File: src/rtl/param_sync_fifo_if.sv
// -----------------------------------------------------------------------------
// param_sync_fifo_if
// Bundles the write, read, status and error signals of one param_sync_fifo
// instance. clk and rst are not part of the bundle; they stay plain ports.
//
// Parameters
//   DATA_WIDTH  word width in bits
//   DEPTH       FIFO depth in words; sets the width of level
//
// Signals
//   wr_en, wr_data   write request and word          (master -> slave)
//   rd_en            pop request                     (master -> slave)
//   err_clr          clears sticky error flags       (master -> slave)
//   rd_data          read word                       (slave -> master)
//   rd_valid         rd_data holds a popped/head word (slave -> master)
//   full, empty      level == DEPTH / level == 0      (slave -> master)
//   almost_full      level >= AF_THRESH               (slave -> master)
//   almost_empty     level <= AE_THRESH               (slave -> master)
//   level            word count, 0..DEPTH             (slave -> master)
//   overflow         sticky: write while full         (slave -> master)
//   underflow        sticky: read while empty         (slave -> master)
//
// Modports
//   master  the framer / arbiter side that drives requests
//   slave   the FIFO itself
// -----------------------------------------------------------------------------
interface param_sync_fifo_if #(
  parameter int DATA_WIDTH = 8,
  parameter int DEPTH      = 106
);
  localparam int LW = $clog2(DEPTH + 1);

  logic                  wr_en;
  logic [DATA_WIDTH-1:0] wr_data;
  logic                  rd_en;
  logic                  err_clr;
  logic [DATA_WIDTH-1:0] rd_data;
  logic                  rd_valid;
  logic                  full;
  logic                  empty;
  logic                  almost_full;
  logic                  almost_empty;
  logic [LW-1:0]         level;
  logic                  overflow;
  logic                  underflow;

  modport master (
    output wr_en, wr_data, rd_en, err_clr,
    input  rd_data, rd_valid, full, empty, almost_full, almost_empty,
           level, overflow, underflow
  );

  modport slave (
    input  wr_en, wr_data, rd_en, err_clr,
    output rd_data, rd_valid, full, empty, almost_full, almost_empty,
           level, overflow, underflow
  );
endinterface

File: src/rtl/param_sync_fifo.sv
// -----------------------------------------------------------------------------
// param_sync_fifo
// Single-clock FIFO for ATM cell buffering between an input-port framer and
// the switch fabric arbiter. Any depth >= 2 is supported: both pointers wrap
// explicitly from DEPTH-1 to 0, so no power-of-2 rollover is assumed. It
// provides a word count, programmable almost-full/almost-empty flags and
// sticky overflow/underflow error flags.
//
// Parameters
//   DATA_WIDTH  word width (>=1)
//   DEPTH       number of words (>=2)
//   AF_THRESH   almost_full when level >= AF_THRESH (1..DEPTH)
//   AE_THRESH   almost_empty when level <= AE_THRESH (0..DEPTH-1)
//
// Ports
//   clk   rising-edge clock
//   rst   synchronous reset, active-high. It empties the FIFO, clears the
//         error flags and rd_data/rd_valid. Memory contents are kept.
//   bus   param_sync_fifo_if.slave. It carries the write/read requests,
//         data, status flags, level and error flags.
//
// Build option
//   PARAM_SYNC_FIFO_FWFT_EN  first-word-fall-through. rd_data shows the head
//                            word combinationally and rd_valid = !empty. When
//                            the macro is undefined, reads have a registered
//                            1-cycle latency.
// -----------------------------------------------------------------------------
module param_sync_fifo #(
  parameter int DATA_WIDTH = 8,
  parameter int DEPTH      = 106,
  parameter int AF_THRESH  = 53,
  parameter int AE_THRESH  = 0
) (
  input logic              clk,
  input logic              rst,
  param_sync_fifo_if.slave bus
);

  localparam int AW = (DEPTH > 1) ? $clog2(DEPTH) : 1;
  localparam int LW = $clog2(DEPTH + 1);

  localparam logic [AW-1:0] PTR_LAST = AW'(DEPTH - 1);
  localparam logic [LW-1:0] LVL_FULL = LW'(DEPTH);
  localparam logic [LW-1:0] LVL_AF   = LW'(AF_THRESH);
  localparam logic [LW-1:0] LVL_AE   = LW'(AE_THRESH);

  // Stop elaboration on parameter combinations the FIFO cannot honour.
  if (DEPTH < 2) begin : g_bad_depth
    $error("param_sync_fifo: DEPTH must be >= 2");
  end
  if (AF_THRESH < 1 || AF_THRESH > DEPTH) begin : g_bad_af
    $error("param_sync_fifo: AF_THRESH must be in 1..DEPTH");
  end
  if (AE_THRESH < 0 || AE_THRESH > DEPTH - 1) begin : g_bad_ae
    $error("param_sync_fifo: AE_THRESH must be in 0..DEPTH-1");
  end

  // A pointer at the last slot returns to 0, so it does not run on to the
  // next binary value.
  function automatic logic [AW-1:0] ptr_inc(input logic [AW-1:0] ptr);
    logic [AW-1:0] nxt;
    if (ptr == PTR_LAST) begin
      nxt = {AW{1'b0}};
    end else begin
      nxt = ptr + AW'(1);
    end
    return nxt;
  endfunction

  logic [DATA_WIDTH-1:0] mem_r [DEPTH];
  logic [AW-1:0]         wr_ptr_r;
  logic [AW-1:0]         rd_ptr_r;
  logic [LW-1:0]         level_r;
  logic [LW-1:0]         level_nxt_s;
  logic                  full_r;
  logic                  empty_r;
  logic                  almost_full_r;
  logic                  almost_empty_r;
  logic                  overflow_r;
  logic                  underflow_r;
  logic                  wr_acc_s;
  logic                  rd_acc_s;
  logic                  ovf_set_s;
  logic                  unf_set_s;

  // Decide which requests are accepted, find the next level and detect error
  // events. Both use the flags as they stand at the start of the cycle.
  always_comb begin
    wr_acc_s  = bus.wr_en && !full_r;
    rd_acc_s  = bus.rd_en && !empty_r;
    // A request met by an opposite request in the same cycle is treated as
    // flow-through, so it does not count as an error.
    ovf_set_s = bus.wr_en && full_r  && !bus.rd_en;
    unf_set_s = bus.rd_en && empty_r && !bus.wr_en;
    case ({wr_acc_s, rd_acc_s})
      2'b10:   level_nxt_s = level_r + LW'(1);
      2'b01:   level_nxt_s = level_r - LW'(1);
      default: level_nxt_s = level_r;
    endcase
  end

  // Pointers, level and status flags. The flags are registered from the next
  // level, so they always match a decode of level_r.
  always_ff @(posedge clk) begin
    if (rst) begin
      wr_ptr_r       <= {AW{1'b0}};
      rd_ptr_r       <= {AW{1'b0}};
      level_r        <= {LW{1'b0}};
      full_r         <= 1'b0;
      empty_r        <= 1'b1;
      almost_full_r  <= 1'b0;
      almost_empty_r <= 1'b1;
    end else begin
      if (wr_acc_s) begin
        wr_ptr_r <= ptr_inc(wr_ptr_r);
      end
      if (rd_acc_s) begin
        rd_ptr_r <= ptr_inc(rd_ptr_r);
      end
      level_r        <= level_nxt_s;
      full_r         <= (level_nxt_s == LVL_FULL);
      empty_r        <= (level_nxt_s == {LW{1'b0}});
      almost_full_r  <= (level_nxt_s >= LVL_AF);
      almost_empty_r <= (level_nxt_s <= LVL_AE);
    end
  end

  // Sticky error flags. A new error event wins over err_clr in the same cycle.
  always_ff @(posedge clk) begin
    if (rst) begin
      overflow_r  <= 1'b0;
      underflow_r <= 1'b0;
    end else begin
      if (ovf_set_s) begin
        overflow_r <= 1'b1;
      end else if (bus.err_clr) begin
        overflow_r <= 1'b0;
      end
      if (unf_set_s) begin
        underflow_r <= 1'b1;
      end else if (bus.err_clr) begin
        underflow_r <= 1'b0;
      end
    end
  end

  // Storage array. It has no reset, and writes are ignored while rst is high.
  always_ff @(posedge clk) begin
    if (wr_acc_s && !rst) begin
      mem_r[wr_ptr_r] <= bus.wr_data;
    end
  end

`ifdef PARAM_SYNC_FIFO_FWFT_EN
  // Head word is always on rd_data. rd_en only advances rd_ptr_r.
  always_comb begin
    bus.rd_data  = mem_r[rd_ptr_r];
    bus.rd_valid = !empty_r;
  end
`else
  logic [DATA_WIDTH-1:0] rd_data_r;
  logic                  rd_valid_r;

  // Registered read port. rd_valid pulses for exactly one cycle per accepted
  // read, and rd_data keeps the last popped word until the next read.
  always_ff @(posedge clk) begin
    if (rst) begin
      rd_data_r  <= {DATA_WIDTH{1'b0}};
      rd_valid_r <= 1'b0;
    end else begin
      rd_valid_r <= rd_acc_s;
      if (rd_acc_s) begin
        rd_data_r <= mem_r[rd_ptr_r];
      end
    end
  end

  assign bus.rd_data  = rd_data_r;
  assign bus.rd_valid = rd_valid_r;
`endif

  assign bus.full         = full_r;
  assign bus.empty        = empty_r;
  assign bus.almost_full  = almost_full_r;
  assign bus.almost_empty = almost_empty_r;
  assign bus.level        = level_r;
  assign bus.overflow     = overflow_r;
  assign bus.underflow    = underflow_r;

endmodule

File: src/flat_wrapper.sv
// flat-port wrapper written by rule: the top's interface ports become plain ports
module param_sync_fifo_flat 
#(
  parameter int DATA_WIDTH = 8,
  parameter int DEPTH      = 106,
  parameter int AF_THRESH  = 53,
  parameter int AE_THRESH  = 0
)
  (clk, rst, bus_wr_en, bus_wr_data, bus_rd_en, bus_err_clr, bus_rd_data, bus_rd_valid, bus_full, bus_empty, bus_almost_full, bus_almost_empty, bus_level, bus_overflow, bus_underflow);
  param_sync_fifo_if #(.DATA_WIDTH(DATA_WIDTH), .DEPTH(DEPTH)) bus_i ();
  input logic clk;
  input logic rst;
  input wire logic [$bits(bus_i.wr_en)-1:0] bus_wr_en;
  input wire logic [$bits(bus_i.wr_data)-1:0] bus_wr_data;
  input wire logic [$bits(bus_i.rd_en)-1:0] bus_rd_en;
  input wire logic [$bits(bus_i.err_clr)-1:0] bus_err_clr;
  output wire logic [$bits(bus_i.rd_data)-1:0] bus_rd_data;
  output wire logic [$bits(bus_i.rd_valid)-1:0] bus_rd_valid;
  output wire logic [$bits(bus_i.full)-1:0] bus_full;
  output wire logic [$bits(bus_i.empty)-1:0] bus_empty;
  output wire logic [$bits(bus_i.almost_full)-1:0] bus_almost_full;
  output wire logic [$bits(bus_i.almost_empty)-1:0] bus_almost_empty;
  output wire logic [$bits(bus_i.level)-1:0] bus_level;
  output wire logic [$bits(bus_i.overflow)-1:0] bus_overflow;
  output wire logic [$bits(bus_i.underflow)-1:0] bus_underflow;
  assign bus_i.wr_en = bus_wr_en;
  assign bus_i.wr_data = bus_wr_data;
  assign bus_i.rd_en = bus_rd_en;
  assign bus_i.err_clr = bus_err_clr;
  assign bus_rd_data = bus_i.rd_data;
  assign bus_rd_valid = bus_i.rd_valid;
  assign bus_full = bus_i.full;
  assign bus_empty = bus_i.empty;
  assign bus_almost_full = bus_i.almost_full;
  assign bus_almost_empty = bus_i.almost_empty;
  assign bus_level = bus_i.level;
  assign bus_overflow = bus_i.overflow;
  assign bus_underflow = bus_i.underflow;
  param_sync_fifo #(.DATA_WIDTH(DATA_WIDTH), .DEPTH(DEPTH), .AF_THRESH(AF_THRESH), .AE_THRESH(AE_THRESH)) u_core (.clk(clk), .rst(rst), .bus(bus_i));
endmodule
File: config.mk
export PLATFORM = sky130hd
export DESIGN_NAME = param_sync_fifo_flat
export DESIGN_NICKNAME = d
export VERILOG_FILES = /design/src/rtl/param_sync_fifo_if.sv /design/src/rtl/param_sync_fifo.sv /design/src/flat_wrapper.sv
export SDC_FILE = /design/constraint.sdc
export NUM_CORES = 1
export LEC_CHECK = 0
export ABC_AREA = 1
export ABC_CLOCK_PERIOD_IN_PS = 3700
export BUFFER_PORTS_ARGS = -buffer_cell sky130_fd_sc_hd__buf_2
export CAP_MARGIN = 5
export CORE_AREA = 2 2 272 274
export CTS_BUF_LIST = sky130_fd_sc_hd__clkbuf_16
export DETAILED_ROUTE_END_ITERATION = 7
export DIE_AREA = 0 0 274 276
export GPL_ROUTABILITY_DRIVEN = 0
export PLACE_DENSITY = 0.71
export RECOVER_POWER = 100
export REMOVE_ABC_BUFFERS = 1
export SYNTH_ARGS = -nofsm -noshare
export SYNTH_HDL_FRONTEND = slang
export SYNTH_SLANG_ARGS = --single-unit
File: constraint.sdc
create_clock -name clk -period 3.7 [get_ports clk]
set_input_delay 0.555 -clock clk [delete_from_list [all_inputs] [get_ports clk]]
set_output_delay 0.555 -clock clk [all_outputs]
set_load 0.005 [all_outputs]
==> results.md <==
| Step | Item | Value |
|:---|:---|:---|
| clock network | Root cell of the clock tree | sky130_fd_sc_hd__clkbuf_16 |
| critical path | CP delay by family, top | buffers and inverters |
| timing | Count of final setup violators | 0 |
| status | Violations in the final reports | capacitance limit, slew limit |
| clock network | Number of sinks on the clock net | 883 |
| detailed routing | Metal1 wirelength | 36.5 mm |
| yosys | Synthesized area per cell | 11.7 um^2 |
| yosys | Largest cells by area after synthesis | sky130_fd_sc_hd__edfxtp_1 70%, sky130_fd_sc_hd__nor2_1 7.8%, sky130_fd_sc_hd__o21ai_0 5.7% |
| timing | Maximum clock rate | 318 MHz |
| yosys | Portion of synthesized cell area occupied by the leading cell type | 70.5% |
| floorplanning | Top Ports | 35 |
| status | Run status | finished, violations left |
| yosys | Synth top cells by count | 848 x sky130_fd_sc_hd__edfxtp_1, 747 x sky130_fd_sc_hd__nor2_1, 413 x sky130_fd_sc_hd__o21ai_0 |
| placed design | Port buffer count | 34 |
| floorplanning | Starting Density | 49.8% |
| yosys | EDFF count, synth | 848 |
| detailed routing | Number of vias after detailed routing | 23,900 |
| detailed routing | Met3 wire len | 8.14 mm |
| floorplanning | Die Outline Area | 75,600 um^2 |
| timing | Worst slew margin relative to its limit | -136% |
| critical path | Delay of the slowest cell on the worst path | 2.43 ns |
| grt | Leftover overflow at the end of global routing | 0 |
| cells and area | Post-route cell area | 39,700 um^2 |
| job | Max Cap Violations | 8 |
| detailed routing | Number of DRC violations after detailed routing | 0 |
| yosys | Count of mapped cells out of synthesis | 3,082 |
| detailed routing | Post-DRT Antenna Nets | 0 |
| placed design | Detailed-placement wirelength estimate | 52.7 mm |
| timing | Tcrit/Tclk final | 85.0% |
| yosys | Synthesis warning total | 0 |
| cells and area | P&R area growth vs syn | 9.97% |
| detailed routing | Met2 Routed Length | 42.6 mm |
| clock network | CTS HTree Levels | 3 |
| grt | Global router's overall resource usage | 23.6% |
| yosys | Count of different cell masters after synthesis | 37 |
| critical path | Arrival time of data at the critical path endpoint | 3.06 ns |
| power and ir drop | Total power | 20.6 mW |
| power and ir drop | Power per cell area | 519 nW/um^2 |
| grt | Number of global-route vias before repair | 22,400 |
| cells and area | Share of the core filled with cells | 54.7% |
| critical path | CP Data Required Time | 3.61 ns |
| clock network | Clock network latency to the later pin of the worst-skew pair | 0.64 ns |
| floorplanning | Y dimension of the die | 276 um |
| timing | Setup skew after layout | 0.0186 ns |
| critical path | Kind of critical path | primary input to register |
| yosys | Synthesized flop and latch total | 883 |
| cells and area | Fin nets | 3,110 |
| power and ir drop | Pleak | 13.4 nW |
| clock network | CTS Buf Count | 83 |
| critical path | Critical-path cell list | clkbuf_1 |
| clock network | Number of cells upsized or downsized after cts | 0 |
| power and ir drop | Worst ir drop on vdd | 456 uV |
| yosys | Fraction of registers with async set or reset after synthesis | 0% |
| critical path | Slowest cell on the critical path | sky130_fd_sc_hd__clkbuf_1 |
| timing | Hold Violations, Final | 0 |
| placed design | Instance area at placement | 37,300 um^2 |
| yosys | Leading cell type by number of instances after synthesis | sky130_fd_sc_hd__edfxtp_1 |
| critical path | Sort of element at the start of the critical path | primary input |
| critical path | Register-to-register setup slack | 0.62 ns |
| timing | Final critical-path required period | 3.15 ns |
| yosys | Top cell type by total area after synthesis | sky130_fd_sc_hd__edfxtp_1 |
| detailed routing | TritonRoute pass-1 iters | 6 |
| detailed routing | Final routed wire length divided by cell count | 21.9 um |
| yosys | Portion of the post-synthesis area used by sequential elements | 72.4% |
| detailed routing | Detail-routed via count per cell | 5.82 |
| detailed routing | WL final | 90.1 mm |
| clock network | Number of hold-repair buffers added at the cts stage | 0 |
| grt | Wire length of the first global-routing pass | 136 mm |
| floorplanning | FP Rows | 99 |
| timing | Worst Tran Pin Value | 3.54 ns |
| floorplanning | Core Area | 72,600 um^2 |
| yosys | Post-Synthesis Cell Area | 36,100 um^2 |
| yosys | Flip-flop cell with the highest count after synthesis | sky130_fd_sc_hd__edfxtp_1 |
| worst hold path | HP Class | primary input to register |
| clock network | Clock tree from TritonCTS | yes |
| detailed routing | Max layer used | met5 |
| critical path | Max Fanout on Critical Path | 65 |
| critical path | Crit path buffers/inverters | 1 |
| grt | Antenna violations before repair | 2 |
| timing | Total count of max-transition violations in the final report | 490 |
| clock network | Max Buffers Root-to-Sink | 3 |
| critical path | Crit end category | register |
| floorplanning | Die Width | 274 um |
| cells and area | Antenna diode count | 0 |
| timing | Setup repair after global routing missed its margin | no |
| grt | Maximum number of pins on one net before global-route repair | 211 |
| cells and area | Fraction of final layout cells with drive strength greater than 1 | 5.93% |
| clock network | Post-CTS Setup Repair Bufs | 0 |
| clock network | Clock transition at path regs | 0.06 ns |
| detailed routing | Number of DRC markers after the initial detailed-route iteration | 3,182 |
path summary, 6_finish.rpt:
path                                          from                           endpoint  cells past startpoint
setup / recovery                    bus_wr_data[3]      u_core.mem_r[17][3]$_DFFE_PP_                      1
hold / removal                         bus_err_clr  u_core.bus.underflow$_SDFFE_PP0P_                      4
setup reg to reg        u_core.bus.full$_SDFF_PP0_      u_core.mem_r[92][0]$_DFFE_PP_                      6
hold reg to reg   u_core.bus.overflow$_SDFFE_PP0P_   u_core.bus.overflow$_SDFFE_PP0P_                      2
area by class of cell:
type                    instances  area (um^2)
clock buffers                  85         2130
well taps                     959         1200
flip-flops and latches        883        26200
repair buffers                111          785
inverters                      74          285
multi-input cells            1938         8680
fillers                      6002        32900
clock inverters                61          485
cell families after synthesis:
logic type                 synth area share, %
and+or+nand+nor                           14.6
buffers and inverters                     3.53
adders and majority gates                0.208
xor gates and xnor gates                0.0485
DFF                                       72.4
AOI/OAI and AO/OA                         9.23
sequential cells by signal (all words and copies together), names as in the netlist:
register / cells
u_core.bus.almost_empty: 1
u_core.bus.rd_valid: 1
u_core.bus.full: 1
u_core.wr_ptr_r: 7
u_core.bus.overflow: 1
u_core.mem_r: 848
u_core.bus.almost_full: 1
u_core.bus.level: 7
u_core.bus.rd_data: 8
u_core.bus.underflow: 1
u_core.rd_ptr_r: 7
worst reg2reg max path: cells and delay by family, from the launching register on:
family | cells | cell delay [ns]
flip-flops | 1 | 0.42
AND/OR/NAND/NOR | 4 | 1.11
buffers and inverters | 2 | 1.15
routing by layer:
metal / GRT usage, % / vias up
li1: - / 10900
met1: 32.5 / 11700
met2: 37.6 / 1159
met3: 4.40 / 166
met4: 8.36 / 2
met5: 0 / -
power breakdown:
group | total, mW | leakage, nW | internal [mW] | switching (mW)
clock network | 8.29 | 1.33 | 4.71 | 3.58
logic | 1.29 | 4.13 | 0.332 | 0.961
registers | 11.0 | 7.91 | 11.0 | 0.0401
total | 20.6 | 13.4 | 16.0 | 4.58
layout by cell type, fill, tap and decap left out, types with 49 or more instances in the layout:
master	synthesis	final
sky130_fd_sc_hd__o211ai_1	81	81
sky130_fd_sc_hd__o21ai_0	413	415
sky130_fd_sc_hd__edfxtp_1	848	848
sky130_fd_sc_hd__a21oi_1	73	74
sky130_fd_sc_hd__nor2_1	747	747
sky130_fd_sc_hd__nand2_1	354	357
sky130_fd_sc_hd__clkbuf_16	0	85
sky130_fd_sc_hd__nand3_1	174	174
sky130_fd_sc_hd__inv_1	68	80
sky130_fd_sc_hd__clkbuf_1	93	49
metrics by stage:
| stage | worst slack [ns] | TNS [ns] | instances | hold slack, ns |
|---|---|---|---|---|
| floorplan | -11.96 | -147.31 | 2895 | 0.454 |
| global placement | 0.723 | 0 | 3965 | 0.455 |
| detailed placement | 0.657 | 0 | 3965 | 0.453 |
| CTS | 0.955 | 0 | 4111 | 0.172 |
| global route | 0.413 | 0 | 4111 | 0.224 |
| finish | 0.554 | 0 | 4111 | 0.199 |
(Power assumes the default switching activity.)
